## src/rtl/stereo_debug_pkg.sv

```systemverilog
// Shared types for the stereo debug raster path.
// FRAME_COORD_GEN_DECIMATE_EN selects 2:1 input decimation.
package stereo_debug_pkg;

    typedef enum logic {
        IDLE   = 1'b0,
        ACTIVE = 1'b1
    } state_t;

    localparam int ERR_LONG  = 0;
    localparam int ERR_SHORT = 1;

    typedef logic [9:0] coord_t;

    localparam coord_t COORD_MAX = 10'd1023;

`ifdef FRAME_COORD_GEN_DECIMATE_EN
    localparam int DEC_SHIFT = 1;
`else
    localparam int DEC_SHIFT = 0;
`endif

    // Input-side dimension for an output dimension.
    function automatic logic [10:0] in_dim(input int sz);
        return 11'(sz << DEC_SHIFT);
    endfunction

endpackage

```

## src/rtl/frame_coord_gen_if.sv

```systemverilog
// Pixel stream bundle: one beat per cycle, no backpressure.
// master drives the stream, slave observes it.
interface frame_coord_gen_if;

    logic       s_valid;
    logic [7:0] s_data;
    logic       s_sof;
    logic       s_eol;

    modport master (output s_valid, s_data, s_sof, s_eol);
    modport slave  (input  s_valid, s_data, s_sof, s_eol);

endinterface

```

## src/rtl/raster_counter.sv

```systemverilog
// Input raster position tracker: ix/iy, saturation,
// end-of-line wrap and end-of-frame detect.
module raster_counter
    import stereo_debug_pkg::*;
#(
    parameter int COL_SZ = 240
) (
    input  logic              clk,
    input  logic              reset,
    input  logic              i_active,
    frame_coord_gen_if.slave  pix,
    output logic              o_take,
    output coord_t            o_x,
    output coord_t            o_y,
    output logic              o_eol,
    output logic              o_eof
);

    localparam logic [10:0] IN_H = in_dim(COL_SZ);

    coord_t r_ix;
    coord_t r_iy;
    coord_t w_ix_nxt;
    coord_t w_iy_nxt;

    // Position of the current beat and the counter update.
    always_comb begin
        o_take   = pix.s_valid & (pix.s_sof | i_active);
        o_x      = pix.s_sof ? '0 : r_ix;
        o_y      = pix.s_sof ? '0 : r_iy;
        o_eol    = o_take & pix.s_eol;
        o_eof    = o_eol & (({1'b0, o_y} + 11'd1) == IN_H);
        w_ix_nxt = r_ix;
        w_iy_nxt = r_iy;
        if (o_take) begin
            if (pix.s_eol) begin
                w_ix_nxt = '0;
                w_iy_nxt = o_y + 10'd1;
            end else begin
                w_ix_nxt = (o_x == COORD_MAX) ? o_x : o_x + 10'd1;
                w_iy_nxt = o_y;
            end
        end
    end

    // Counter registers.
    always_ff @(posedge clk or negedge reset) begin
        if (!reset) begin
            r_ix <= '0;
            r_iy <= '0;
        end else begin
            r_ix <= w_ix_nxt;
            r_iy <= w_iy_nxt;
        end
    end

endmodule

```

## src/rtl/frame_coord_gen.sv

```systemverilog
// Raster coordinate generator for the stereo debug frame buffer.
// FRAME_COORD_GEN_DECIMATE_EN: 2x input, keep even pixels of even lines.
module frame_coord_gen
    import stereo_debug_pkg::*;
#(
    parameter int ROW_SZ = 320,
    parameter int COL_SZ = 240
) (
    input  logic        clk,
    input  logic        reset,
    input  logic        s_valid,
    input  logic [7:0]  s_data,
    input  logic        s_sof,
    input  logic        s_eol,
    input  logic        err_clr,
    output coord_t      out_x,
    output coord_t      out_y,
    output logic [7:0]  out_val,
    output logic        out_is_val,
    output logic        frame_done,
    output logic [15:0] frame_cnt,
    output logic [1:0]  err
);

    localparam logic [10:0] IN_W   = in_dim(ROW_SZ);
    localparam logic [10:0] IN_H   = in_dim(COL_SZ);
    localparam logic [10:0] IN_WM1 = IN_W - 11'd1;

    frame_coord_gen_if w_pix ();

    assign w_pix.s_valid = s_valid;
    assign w_pix.s_data  = s_data;
    assign w_pix.s_sof   = s_sof;
    assign w_pix.s_eol   = s_eol;

    state_t     r_state;
    state_t     w_state_nxt;
    logic       w_take;
    logic       w_eol;
    logic       w_eof;
    coord_t     w_x;
    coord_t     w_y;
    coord_t     w_ox;
    coord_t     w_oy;
    logic       w_in_win;
    logic       w_keep;
    logic       w_emit;
    logic [1:0] w_err_set;

    raster_counter #(
        .COL_SZ (COL_SZ)
    ) u_cnt (
        .clk      (clk),
        .reset    (reset),
        .i_active (r_state == ACTIVE),
        .pix      (w_pix),
        .o_take   (w_take),
        .o_x      (w_x),
        .o_y      (w_y),
        .o_eol    (w_eol),
        .o_eof    (w_eof)
    );

    // State register.
    always_ff @(posedge clk or negedge reset) begin
        if (!reset) r_state <= IDLE;
        else        r_state <= w_state_nxt;
    end

    // Next state: sof (re)starts a frame, frame end wins over it.
    always_comb begin
        w_state_nxt = r_state;
        if (w_take && w_pix.s_sof) w_state_nxt = ACTIVE;
        if (w_eof)                 w_state_nxt = IDLE;
    end

    // Clipping, output mapping and error detection.
    always_comb begin
        w_in_win = ({1'b0, w_x} < IN_W) && ({1'b0, w_y} < IN_H);
`ifdef FRAME_COORD_GEN_DECIMATE_EN
        w_keep   = ~w_x[0] & ~w_y[0];
        w_ox     = w_x >> 1;
        w_oy     = w_y >> 1;
`else
        w_keep   = 1'b1;
        w_ox     = w_x;
        w_oy     = w_y;
`endif
        w_emit   = w_take & w_in_win & w_keep;
        w_err_set            = '0;
        w_err_set[ERR_LONG]  = w_take & ({1'b0, w_x} >= IN_W);
        w_err_set[ERR_SHORT] = w_eol & ({1'b0, w_x} < IN_WM1);
    end

    // Registered write stream and status; a new error beats err_clr.
    always_ff @(posedge clk or negedge reset) begin
        if (!reset) begin
            out_x      <= '0;
            out_y      <= '0;
            out_val    <= '0;
            out_is_val <= 1'b0;
            frame_done <= 1'b0;
            frame_cnt  <= '0;
            err        <= '0;
        end else begin
            out_is_val <= w_emit;
            frame_done <= w_eof;
            if (w_emit) begin
                out_x   <= w_ox;
                out_y   <= w_oy;
                out_val <= w_pix.s_data;
            end
            if (w_eof) frame_cnt <= frame_cnt + 16'd1;
            err <= (err & ~{2{err_clr}}) | w_err_set;
        end
    end

endmodule

```

## config.mk

```make
export PLATFORM = sky130hd
export DESIGN_NAME = frame_coord_gen
export DESIGN_NICKNAME = d
export VERILOG_FILES = /design/src/rtl/stereo_debug_pkg.sv /design/src/rtl/frame_coord_gen_if.sv /design/src/rtl/raster_counter.sv /design/src/rtl/frame_coord_gen.sv
export SDC_FILE = /design/constraint.sdc
export NUM_CORES = 1
export LEC_CHECK = 0
export BUFFER_PORTS_ARGS = -buffer_cell sky130_fd_sc_hd__buf_2
export CAP_MARGIN = 5
export CORE_MARGIN = 3
export CORE_UTILIZATION = 54
export CTS_BUF_LIST = sky130_fd_sc_hd__clkbuf_16
export DETAILED_ROUTE_END_ITERATION = 6
export PLACE_DENSITY = 0.86
export SKIP_CTS_REPAIR_TIMING = 1
export SYNTH_ARGS = -nofsm -noshare
export SYNTH_HDL_FRONTEND = slang
export SYNTH_SLANG_ARGS = --single-unit
```

## constraint.sdc

```tcl
create_clock -name clk -period 2.7 [get_ports clk]
set_clock_uncertainty 0.2 [all_clocks]
set_input_delay 0.27 -clock clk [delete_from_list [all_inputs] [get_ports clk]]
set_output_delay 0.27 -clock clk [all_outputs]
set_load 0.02 [all_outputs]
```

After elaboration in Yosys (flattened, before gate mapping)
Cells that the tools add are included.

Add/subtract/negate cells: 4. Order comparisons: 4. Eq/ne operators: 2. Mux-type cells: 7. Bitwise logic cells: 10. Reduce and logical (&&, ||, !) cells: 3.

Operators with widths (number): 10-bit 2-to-1 mux (5); 10-bit by 1-bit adder with 10-bit output, second input constant (2); 10-bit by 9-bit less-than comparator with 1-bit output, second input constant (2); 16-bit by 1-bit adder with 16-bit output, second input constant (1); 10-bit by 1-bit adder with 11-bit output, second input constant (1); 11-bit by 8-bit == test with 1-bit output, second input constant (1); 10-bit == test, second input constant (1); 10-bit by 9-bit >= comparator with 1-bit output, second input constant (1); 10-bit by 8-bit less-than comparator with 1-bit output, second input constant (1); 1-bit AND (6); 2-bit AND (1); 1-bit logical AND (2); 1-bit 2-to-1 mux (2); 2-bit inverter (1); 2-bit bitwise OR (1); 2-bit nonzero test (1); 1-bit bitwise OR (1).

Register bits after elaboration: 69. Input port bits: 14. Output and inout bits: 48. Word-level logic and storage cells: 40.

Longest topological paths before layout
Gate-level depths: netlist of the first run.

Depth after elaboration: 5. Mapped depth: 12. Mapped depth without buffers: 8.

Modules after synthesis
A second synthesis of the first run with hierarchy kept.

Cell total of the unflattened synthesis: 304. Area total of the unflattened synthesis: 3398.3 µm².

Modules (own cells, without submodules): frame_coord_gen (times used 1, cells an instance 138, area an instance 1964.4 µm², sequential area each 1226.2 µm²); raster_counter (times used 1, cells an instance 166, area an instance 1433.9 µm², sequential area each 500.5 µm²).

Worst setup path before layout of the first run
No wires, ideal clock.

Path kind: input to register. From: input s_sof. To: register frame_cnt[8]. Setup time: 80 ps. Arrival: 2457 ps. Required time: 2420 ps. Slack: -37 ps. Stages: 12. Path through: buf_6 clkbuf_1 clkbuf_1 nor2b_1 ha_1 buf_2 xor2_1 nor3_2 o2111ai_4 buf_6 nor4_4 xor2_1.

Longest elaborated chain between the ends: 4.

Ends and longest elaborated chain: start, declared (line frame_coord_gen.sv:13) `input logic s_sof,`; 10-bit 2-to-1 mux (line raster_counter.sv:30) `o_y = pix.s_sof ? '0 : r_iy;`; named net u_cnt.o_y[0] (line raster_counter.sv:14) `output coord_t o_y,`; 10-bit by 1-bit adder with 11-bit output (line raster_counter.sv:32) `o_eof = o_eol & (({1'b0, o_y} + 11'd1) == IN_H);`; 11-bit by 8-bit == test with 1-bit output (line raster_counter.sv:32); 1-bit AND (line raster_counter.sv:32); end signal, assigned (line frame_coord_gen.sv:113) `if (w_eof) frame_cnt <= frame_cnt + 16'd1;`; end, declared (line frame_coord_gen.sv:21) `output logic [15:0] frame_cnt,`.

The timed path passes the listed nets, and every way through them passes these cells. A chain may end at the register's enable or synchronous reset.

Worst setup path after layout of the first run
From: register u_cnt.r_iy[1]. To: register frame_cnt[1].

Longest elaborated chain between the ends: 4.

Ends and longest elaborated chain: start, declared (line raster_counter.sv:22) `coord_t r_iy;`; start signal, assigned (line raster_counter.sv:53) `r_iy <= w_iy_nxt;`; 10-bit 2-to-1 mux (line raster_counter.sv:30); named net u_cnt.o_y[1] (line raster_counter.sv:14); 10-bit by 1-bit adder with 11-bit output (line raster_counter.sv:32); 11-bit by 8-bit == test with 1-bit output (line raster_counter.sv:32); 1-bit AND (line raster_counter.sv:32); named net u_cnt.o_eof (line raster_counter.sv:16) `output logic o_eof`.

The timed path passes the listed nets, and every way through them passes these cells.

==> results of run 1 <==
[state kept, by name (all words and copies together), names as in the netlist]
register	count
u_cnt.r_ix	10
frame_done	1
frame_cnt	16
out_val	8
r_state	1
out_is_val	1
err	2
u_cnt.r_iy	10
out_x	10
out_y	10
[how the worst max path moves through the flow]
stage | startpoint | endpoint | slack [ns]
after floorplan | s_sof | frame_cnt[8]$_DFFE_PN0P_ | 0.05
after CTS | u_cnt.r_iy[1]$_DFFE_PN0P_ | frame_cnt[1]$_DFFE_PN0P_ | 0.04
after global routing | u_cnt.r_iy[1]$_DFFE_PN0P_ | frame_cnt[3]$_DFFE_PN0P_ | 0.02
after detailed placement | u_cnt.r_iy[1]$_DFFE_PN0P_ | frame_cnt[1]$_DFFE_PN0P_ | 0.06
final | u_cnt.r_iy[1]$_DFFE_PN0P_ | frame_cnt[1]$_DFFE_PN0P_ | 0.14
after global placement | u_cnt.r_iy[1]$_DFFE_PN0P_ | frame_cnt[1]$_DFFE_PN0P_ | 0.12
[layout make-up]
cell class	instances	share of cell area, %
Tap cell	75	2.12
Multi-Input combinational cell	268	38.4
Clock inverter	7	2.21
Timing Repair Buffer	87	12.2
Clock buffer	9	5.09
Sequential cell	69	39.0
Inverter	11	0.934
[report_power, final]
part           internal, mW  switching [mW]
clock network         0.812           0.448
logic                0.0897           0.148
registers              1.07          0.0282
total                  1.97           0.624
[synth_stat cells (2+ instances only)]
cell type   n  area, um2
inv_1      11       41.3
xnor2_1     2       17.5
nand4b_1    2       17.5
buf_6       4       45.0
nand3_1     5       25.0
a21oi_1    13       65.1
o22ai_1     3       18.8
nand4_1    13       81.3
nand3b_1    9       67.6
nor3_1     14       70.1
ha_1        5       62.6
o31ai_1     5       37.5
a22o_1      3       26.3
nor2b_1     6       37.5
nor4_1      4       25.0
and3_1      7       43.8
o21ai_0    22        110
and4b_1     2       20.0
clkbuf_1   14       52.6
xor2_1     17        149
buf_2       5       25.0
nor2_1     14       52.6
dfrtp_1    69       1730
a31oi_1     2       12.5
nor4_4      2       42.5
nand2_1    74        278
and4_1      3       26.3
nor3b_1     3       22.5
and2_1      7       43.8
mux2i_1     3       30.0
nand2b_1    4       25.0
[layer usage]
layer  part of all wire [%]  up-vias
met5                      0        -
met4                    1.3        0
met3                    6.9       11
met2                     47      128
met1                     45     1479
li1                       -     1451
[stage by stage]
step | hold WS, ns | power (mW) | setup WS [ns]
floorplan | -0.226 | 1.24 | 0.0534
CTS | -0.246 | 2.60 | 0.0450
detailed placement | 0.118 | 1.34 | 0.0627
global placement | 0.0961 | 1.33 | 0.124
global route | 0.0325 | 2.69 | 0.0165
finish | 0.0302 | 2.60 | 0.144
[critical path: cells and delay by family (launching register included)]
family	cells	cell delay, ns
and+or+nand+nor	3	0.71
DFF	1	0.41
muxes	1	0.36
AOI/OAI and AO/OA	1	0.35
adders and majority gates	1	0.28
xor gates and xnor gates	1	0.13
[logic make-up after synthesis]
family | share of synthesized area, %
AOI/OAI and AO/OA | 11.5
xor gates and xnor gates | 4.66
adders and majority gates | 1.75
buffers and inverters | 4.91
DFF | 48.4
muxes | 1.16
and+or+nand+nor | 27.7
[cells in the final DEF (no fill, tap or decap), types with 7 or more instances in the layout]
cell,synthesis,layout
nand2_1,74,74
dfrtp_1,69,69
buf_2,5,61
o21ai_0,22,22
xor2_1,17,17
buf_4,1,15
nor2_1,14,14
nor3_1,14,14
nand4_1,13,13
a21oi_1,13,13
inv_1,11,11
dlygate4sd3_1,0,10
nand3b_1,9,9
clkbuf_16,0,9
and2_1,7,7
and3_1,7,7
==> run_results.csv, run 1 <==
group,metric,value,unit
timing,min_period_over_period,94.7,%
setup_path,critPathKind,"reg -> reg",
detailed_routing,final_antenna_net_count,0,
setup_path,required,2.71,ns
floorplan,core-area,6170,um2
yosys,yosysWarningCount,0,
finish,utilization,71.7,%
finish,n_antenna_cell,0,
setup_path,rr_startpoint,"u_cnt.r_iy[1]$_DFFE_PN0P_",
yosys,syn_inst,373,
hold_path,min_path_cells,2,
placed_design,post-place-cells,500,
detailed_routing,viasPerCell,5.83,
detailed_routing,routed_wl,8450,um
setup_path,end_kind,"flip-flop",
finish,layout.nets,465,
yosys,synthFlopType,"dfrtp_1",
timing,finalHoldViolCount,0,
timing,fin_crit,2.56,ns
yosys,syn_nets,392,
clock_network,worstSkewPairLatency,0.33,ns
placed_design,portBuffers,61,
placed_design,place_congestion,0.924,
placed_design,dp.final_hpwl,5600,um
timing,grt_setup_unrepaired,"no",
setup_path,rr_worst_depth,7,
hold_path,worstHoldPathType,"in -> reg",
yosys,synth_area,3570,um2
global_route,busiest_layer,"met2",
clock_network,cts-root-buf,"clkbuf_16",
finish,n_fill_cell,425,
clock_network,clock_path_buffers,2,
power_and_ir_drop,powerDensity,587,nW/um2
setup_path,crit_arrival,2.57,ns
timing,worstMarginPinSlew,0.613,ns
detailed_routing,wl_per_cell,16.1,um
detailed_routing,drt_iter0_markers,246,
yosys,synthArstFlopShare,100,%
global_route,grt_use_met1,32.3,%
floorplan,rows,28,
floorplan,start_util,57.9,%
finish,fin_area,4420,um2
setup_path,critical-path-max-stage-delay,0.41,ns
floorplan,ioPinCount,62,
timing,setup_viol,0,
global_route,track_usage,23.4,%
global_route,grt_pass1_wl,13900,um
hold_path,hold_end,"u_cnt.r_iy[3]$_DFFE_PN0P_",
setup_path,worstPathMaxFanout,15,
timing,slew_violations,0,
yosys,yosysSeqAreaShare,48.4,%
clock_network,clk_pin_slew,0.06,ns
detailed_routing,vias,3069,
finish,syn_to_final_growth,23.9,%
placed_design,placedInstanceArea,3980,um2
finish,seq_area,1730,um2
floorplan,dieArea,7620,um2
clock_network,cts_tree,"built",
detailed_routing,drtPass1Iterations,5,
global_route,grt_pass1_vias,2842,
yosys,syn_area_per_cell,9.57,um2
global_route,met2_usage,35.0,%
floorplan,fp.dieW,87.3,um
yosys,synth.distinct_cells,57,
setup_path,start_kind,"flip-flop",
detailed_routing,drc_errors,0,
run_status,status,"finished, final reports clean",
timing,relSlewSlack,59.1,%
finish,drive_above_1_share,24.2,%
setup_path,rrSetupSlack,0.14,ns
finish,multi_input_area,1700,um2
setup_path,path_cells,"nor2b_1, ha_1, xor2_1, nor3_2, o2111ai_4, nor2_4, mux2_2",
clock_network,h-tree-depth,3,
floorplan,die_y,87.3,um
finish,final_cell_count_no_fill,526,
clock_network,cts.sinks,69,
clock_network,cts_made_buffers,9,
global_route,grt_antenna_before_repair,0,
flow_run,drv_cap,0,
power_and_ir_drop,leakagePower,2.32,nW
hold_path,hp-start,"s_valid",
global_route,grt_max_degree,46,
setup_path,r2r_end,"frame_cnt[1]$_DFFE_PN0P_",
yosys,synth_edf_count,0,
global_route,gr-total-overflow,0,
timing,fmax,391,MHz
power_and_ir_drop,peakVddDrop,0.000620,V
yosys,synth_seq_cells,69,
global_route,grt_util_met3,5.49,%
timing,tns,0,ns
setup_path,critPathSlowestCell,"dfrtp_1",
(Power assumes the default switching activity.)
==> inputs of run 2 (changes only) <==
--- a/config.mk
+++ b/config.mk
@@ -7,11 +7,11 @@
 export LEC_CHECK = 0
 export BUFFER_PORTS_ARGS = -buffer_cell sky130_fd_sc_hd__buf_2
 export CAP_MARGIN = 5
-export CORE_MARGIN = 3
-export CORE_UTILIZATION = 54
+export CORE_MARGIN = 2
+export CORE_UTILIZATION = 50
 export CTS_BUF_LIST = sky130_fd_sc_hd__clkbuf_16
 export DETAILED_ROUTE_END_ITERATION = 6
-export PLACE_DENSITY = 0.86
+export PLACE_DENSITY = 0.81
 export SKIP_CTS_REPAIR_TIMING = 1
 export SYNTH_ARGS = -nofsm -noshare
 export SYNTH_HDL_FRONTEND = slang
==> run_results.csv, run 2 (same netlist as run 1, synthesis figures left out) <==
group,metric,value,unit
timing,relSlewSlack,50.7,%
finish,layout.nets,461,
setup_path,required,2.71,ns
finish,final_cell_mix,"nand2_1 (74), dfrtp_1 (69), buf_2 (61)",
clock_network,cts_tree,"built",
floorplan,start_util,51.9,%
power_and_ir_drop,leakagePower,2.27,nW
setup_path,rr_worst_depth,7,
timing,worstMarginPinSlew,0.739,ns
finish,syn_to_final_growth,21.7,%
power_and_ir_drop,total_power,2.34,mW
global_route,grt_pass1_vias,2715,
timing,grt_setup_unrepaired,"no",
power_and_ir_drop,powerDensity,539,nW/um2
power_and_ir_drop,peakVddDrop,0.000324,V
hold_path,min_path_cells,2,
timing,setup_viol,0,
detailed_routing,final_antenna_net_count,0,
clock_network,worstSkewPairLatency,0.33,ns
floorplan,fp.dieW,88.5,um
timing,finalHoldViolCount,0,
detailed_routing,vias,2953,
floorplan,die_y,88.5,um
detailed_routing,drt_iter0_markers,193,
placed_design,post-place-ws,0.00368,ns
finish,drive_above_1_share,22.4,%
clock_network,clock_path_buffers,2,
setup_path,crit_arrival,2.51,ns
placed_design,dp.final_hpwl,5250,um
timing,slew_violations,0,
power_and_ir_drop,p_int,1.76,mW
setup_path,start_kind,"flip-flop",
timing,fin_crit,2.51,ns
power_and_ir_drop,clockPowerShare,43.2,%
global_route,grt_max_degree,39,
global_route,grt_pass1_wl,12900,um
floorplan,ioPinCount,62,
placed_design,place_congestion,0.890,
clock_network,cts-root-buf,"clkbuf_16",
floorplan,dieArea,7830,um2
clock_network,h-tree-depth,3,
power_and_ir_drop,pwr-share-seq,46.9,%
setup_path,path_cells,"nor2b_1, ha_1, xor2_1, and3_2, o2111ai_4, nor2_4, mux2_2",
detailed_routing,drtPass1Iterations,4,
detailed_routing,wl_per_cell,14.3,um
detailed_routing,viasPerCell,5.44,
timing,whs,0.0302,ns
timing,min_period_over_period,92.9,%
timing,layout_setup_ws,0.192,ns
global_route,grt_antenna_before_repair,0,
finish,regMostFlops,"frame_cnt",
detailed_routing,drc_errors,0,
finish,final_common_cell,"nand2_1",
setup_path,worstPathMaxFanout,15,
clock_network,cts.sinks,69,
placed_design,portBuffers,61,
finish,utilization,63.2,%
setup_path,critPathKind,"reg -> reg",
floorplan,rows,30,
power_and_ir_drop,switchingPower,0.579,mW
run_status,status,"finished, final reports clean",
hold_path,worstHoldPathType,"in -> reg",
power_and_ir_drop,p_sw_share,24.7,%
setup_path,critical-path-max-stage-delay,0.41,ns
clock_network,cts_made_buffers,9,
finish,seq_area,1730,um2
finish,multi_input_area,1690,um2
finish,n_fill_cell,571,
timing,tns,0,ns
power_and_ir_drop,power_frac_comb,9.9,%
floorplan,core-area,6870,um2
clock_network,clk_pin_slew,0.05,ns
detailed_routing,routed_wl,7750,um
global_route,track_usage,21.1,%
setup_path,end_kind,"flip-flop",
setup_path,critPathSlowestCell,"dfrtp_1",
finish,n_antenna_cell,0,
global_route,gr-total-overflow,0,
finish,largest_reg_flops,16,
timing,fmax,399,MHz
flow_run,drv_cap,0,
==> run 2: cell count changes in the layout (fill, tap and decap cells not counted), moves of 2 or more <==
cell and change:
bufinv_16 -2, nor4_2 -2, buf_4 -4, inv_1 +2, nor4_1 +2, inv_6 -2
==> run 2: layout make-up <==
cell class	count	area share (%)
multi-input combinational	268	38.9
inverter	11	0.950
clock inverter	7	0.806
clock buffer	9	5.18
sequential	69	39.7
timing repair buffer	83	11.7
tap	96	2.76
==> run 2: path summary, 6_finish.rpt <==
path	slack (ns)	start	to
min in group asynchronous	0.34	reset	u_cnt.r_ix[9]$_DFFE_PN0P_
setup / recovery	0.19	u_cnt.r_iy[1]$_DFFE_PN0P_	frame_cnt[1]$_DFFE_PN0P_
setup reg to reg	0.19	u_cnt.r_iy[1]$_DFFE_PN0P_	frame_cnt[1]$_DFFE_PN0P_
hold reg to reg	0.26	out_y[2]$_DFFE_PN0P_	out_y[2]$_DFFE_PN0P_
hold / removal	0.03	s_valid	u_cnt.r_iy[3]$_DFFE_PN0P_
max in group asynchronous	1.31	reset	out_y[7]$_DFFE_PN0P_
==> run 2: through the flow <==
step	cells	area, um2
2_1_floorplan	373	3570
3_3_place_gp	517	3980
3_5_place_dp	517	3980
4_1_cts	533	4240
5_1_grt	543	4340
6_report	543	4340
==> run 2: power by group through the flow <==
stage / clock network [mW] / registers, mW / logic (mW)
final: 1.01 / 1.10 / 0.232
after global routing: 1.07 / 1.10 / 0.262
after CTS: 1.03 / 1.10 / 0.223
after detailed placement: 0 / 1.11 / 0.222
after global placement: 0 / 1.11 / 0.217
after floorplan: 0 / 1.14 / 0.0977
==> run 2: critical path: cells and delay by family, from the launching register on <==
kind / cells / cell delay, ns
AO/OA/AOI/OAI: 1 / 0.32
AND/OR/NAND/NOR: 3 / 0.67
XOR/XNOR: 1 / 0.15
adder cells (fa/ha/maj): 1 / 0.29
multiplexers: 1 / 0.35
flip-flops: 1 / 0.41
==> run 2: metal layers <==
layer / part of all wire [%] / GRT usage [%]
met5: 0 / 0
met4: 1.1 / 7.85
met3: 4.9 / 5.13
met2: 46 / 32.1
met1: 48 / 29.3
==> inputs of run 3 (changes only) <==
--- a/config.mk
+++ b/config.mk
@@ -11,8 +11,9 @@
 export CORE_UTILIZATION = 50
 export CTS_BUF_LIST = sky130_fd_sc_hd__clkbuf_16
 export DETAILED_ROUTE_END_ITERATION = 6
-export PLACE_DENSITY = 0.81
+export PLACE_DENSITY = 0.84
 export SKIP_CTS_REPAIR_TIMING = 1
+export SLEW_MARGIN = 20
 export SYNTH_ARGS = -nofsm -noshare
 export SYNTH_HDL_FRONTEND = slang
 export SYNTH_SLANG_ARGS = --single-unit
==> constraint.sdc (replaced) <==
create_clock -name clk -period 2.16 [get_ports clk]
set_clock_uncertainty 0.2 [all_clocks]
set_input_delay 0.216 -clock clk [delete_from_list [all_inputs] [get_ports clk]]
set_output_delay 0.216 -clock clk [all_outputs]
set_load 0.02 [all_outputs]
==> run_results.csv, run 3 (same netlist as run 1, synthesis figures left out) <==
group,metric,value,unit
clock_network,worstSkewPairLatency,0.33,ns
finish,largest_reg_flops,16,
timing,whs,0.00392,ns
floorplan,core-area,6870,um2
detailed_routing,drc_errors,0,
power_and_ir_drop,p_int,2.36,mW
global_route,gr-total-overflow,0,
hold_path,worstHoldPathType,"in -> reg",
power_and_ir_drop,p_sw_share,25.3,%
timing,layout_setup_ws,-0.145,ns
finish,syn_to_final_growth,35.5,%
power_and_ir_drop,leakagePower,2.57,nW
detailed_routing,viasPerCell,5.73,
detailed_routing,final_antenna_net_count,0,
finish,utilization,70.4,%
setup_path,critical-path-max-stage-delay,0.34,ns
finish,final_common_cell,"nand2_1",
global_route,grt_max_degree,70,
power_and_ir_drop,clockPowerShare,45.6,%
setup_path,critPathSlowestCell,"dfrtp_1",
floorplan,fp.dieW,88.5,um
timing,finalHoldViolCount,0,
floorplan,die_y,88.5,um
detailed_routing,vias,3274,
timing,min_period_over_period,107,%
run_status,violations,"setup timing",
finish,n_fill_cell,462,
finish,layout.nets,490,
global_route,track_usage,23.5,%
global_route,grt_antenna_before_repair,0,
power_and_ir_drop,peakVddDrop,0.000472,V
setup_path,crit_arrival,2.35,ns
global_route,grt_pass1_wl,14000,um
power_and_ir_drop,switchingPower,0.801,mW
finish,regMostFlops,"frame_cnt",
clock_network,clock_path_buffers,2,
timing,tns,-0.491,ns
detailed_routing,wl_per_cell,16.8,um
placed_design,portBuffers,61,
setup_path,critPathKind,"reg -> reg",
placed_design,place_congestion,0.981,
floorplan,dieArea,7830,um2
flow_run,drv_cap,0,
clock_network,cts_tree,"built",
clock_network,cts_made_buffers,9,
timing,grt_setup_unrepaired,"yes",
power_and_ir_drop,power_frac_comb,11.2,%
finish,final_cell_mix,"nand2_1 (74), dfrtp_1 (65), buf_2 (61)",
clock_network,cts-root-buf,"clkbuf_16",
finish,drive_above_1_share,32.0,%
detailed_routing,drtPass1Iterations,6,
clock_network,h-tree-depth,3,
floorplan,start_util,51.9,%
floorplan,rows,30,
finish,n_antenna_cell,0,
detailed_routing,routed_wl,9600,um
setup_path,start_kind,"flip-flop",
setup_path,required,2.21,ns
power_and_ir_drop,powerDensity,655,nW/um2
clock_network,cts.sinks,69,
power_and_ir_drop,total_power,3.16,mW
timing,worstMarginPinSlew,0.532,ns
floorplan,ioPinCount,62,
timing,slew_violations,0,
run_status,status,"complete, but fails checks",
placed_design,dp.final_hpwl,5930,um
power_and_ir_drop,pwr-share-seq,43.2,%
timing,fmax,434,MHz
timing,relSlewSlack,64.4,%
global_route,grt_pass1_vias,2902,
setup_path,worstPathMaxFanout,6,
timing,fin_crit,2.30,ns
setup_path,path_cells,"nor2b_4, ha_1, nand4bb_1, nor3_2, o2111ai_4, buf_12, nor4_4, xor2_1",
setup_path,end_kind,"flip-flop",
clock_network,clk_pin_slew,0.06,ns
timing,setup_viol,11,
detailed_routing,drt_iter0_markers,524,
==> run 3: changes by cell type in the layout (fill, tap and decap cells not counted), sizes merged <==
cell / change
buf: +27
dlygate4sd3: +1
clkinvlp: +2
clkinv: -2
clkbuf: +1
inv: -2
bufinv: +1
==> run 3: routing by layer <==
| layer | track usage, % | vias up | wire length (um) |
|---|---|---|---|
| li1 | - | 1501 | - |
| met1 | 34.2 | 1555 | 4080 |
| met2 | 34.5 | 177 | 4600 |
| met3 | 3.82 | 41 | 659 |
| met4 | 10.5 | 0 | 264 |
| met5 | 0 | - | 0 |
==> run 3: power groups by stage <==
stage | clock [mW] | combinational (mW) | sequential [mW]
finish | 1.44 | 0.353 | 1.37
global placement | 0 | 0.311 | 1.39
CTS | 1.46 | 0.324 | 1.37
detailed placement | 0 | 0.321 | 1.39
floorplan | 0 | 0.136 | 1.43
global route | 1.51 | 0.388 | 1.37
==> run 3: worst paths after layout <==
path                                      startpoint                        end  slack [ns]  cells after the start
max                        u_cnt.r_iy[0]$_DFFE_PN0P_  frame_cnt[12]$_DFFE_PN0P_       -0.14                      8
min                                          s_valid        r_state$_DFFE_PN0P_       0.004                      3
max reg2reg                u_cnt.r_iy[0]$_DFFE_PN0P_  frame_cnt[12]$_DFFE_PN0P_       -0.14                      8
min reg2reg                     out_x[3]$_DFFE_PN0P_       out_x[3]$_DFFE_PN0P_        0.26                      2
max in group asynchronous                      reset  u_cnt.r_iy[4]$_DFFE_PN0P_        1.20                      3
min in group asynchronous                      reset  u_cnt.r_ix[8]$_DFFE_PN0P_        0.23                      3
==> run 3: layout make-up <==
class                   count  area (um2)  area share [%]
well taps                  96         120            2.48
repair buffers            112         808            16.7
clock inverters             6        65.1            1.35
multi-input cells         268        1840            38.1
flip-flops and latches     69        1730            35.8
inverters                  11        41.3           0.854
clock buffers               9         225            4.66
==> run 3: critical path: cells and delay by family, from the launching register on <==
| kind | cells | cell delay, ns |
|---|---|---|
| simple gates | 4 | 0.87 |
| flops | 1 | 0.34 |
| fa+ha+maj | 1 | 0.19 |
| buf+inv | 1 | 0.20 |
| xor+xnor | 1 | 0.19 |
| compound gates | 1 | 0.22 |
==> run 3: metrics by stage <==
stage	setup WS, ns	cells	area, um2
3_5_place_dp	-0.182	542	4290
3_3_place_gp	-0.0584	542	4290
2_1_floorplan	-0.183	373	3680
5_1_grt	-0.239	571	4830
6_report	-0.145	571	4830
4_1_cts	-0.216	557	4580
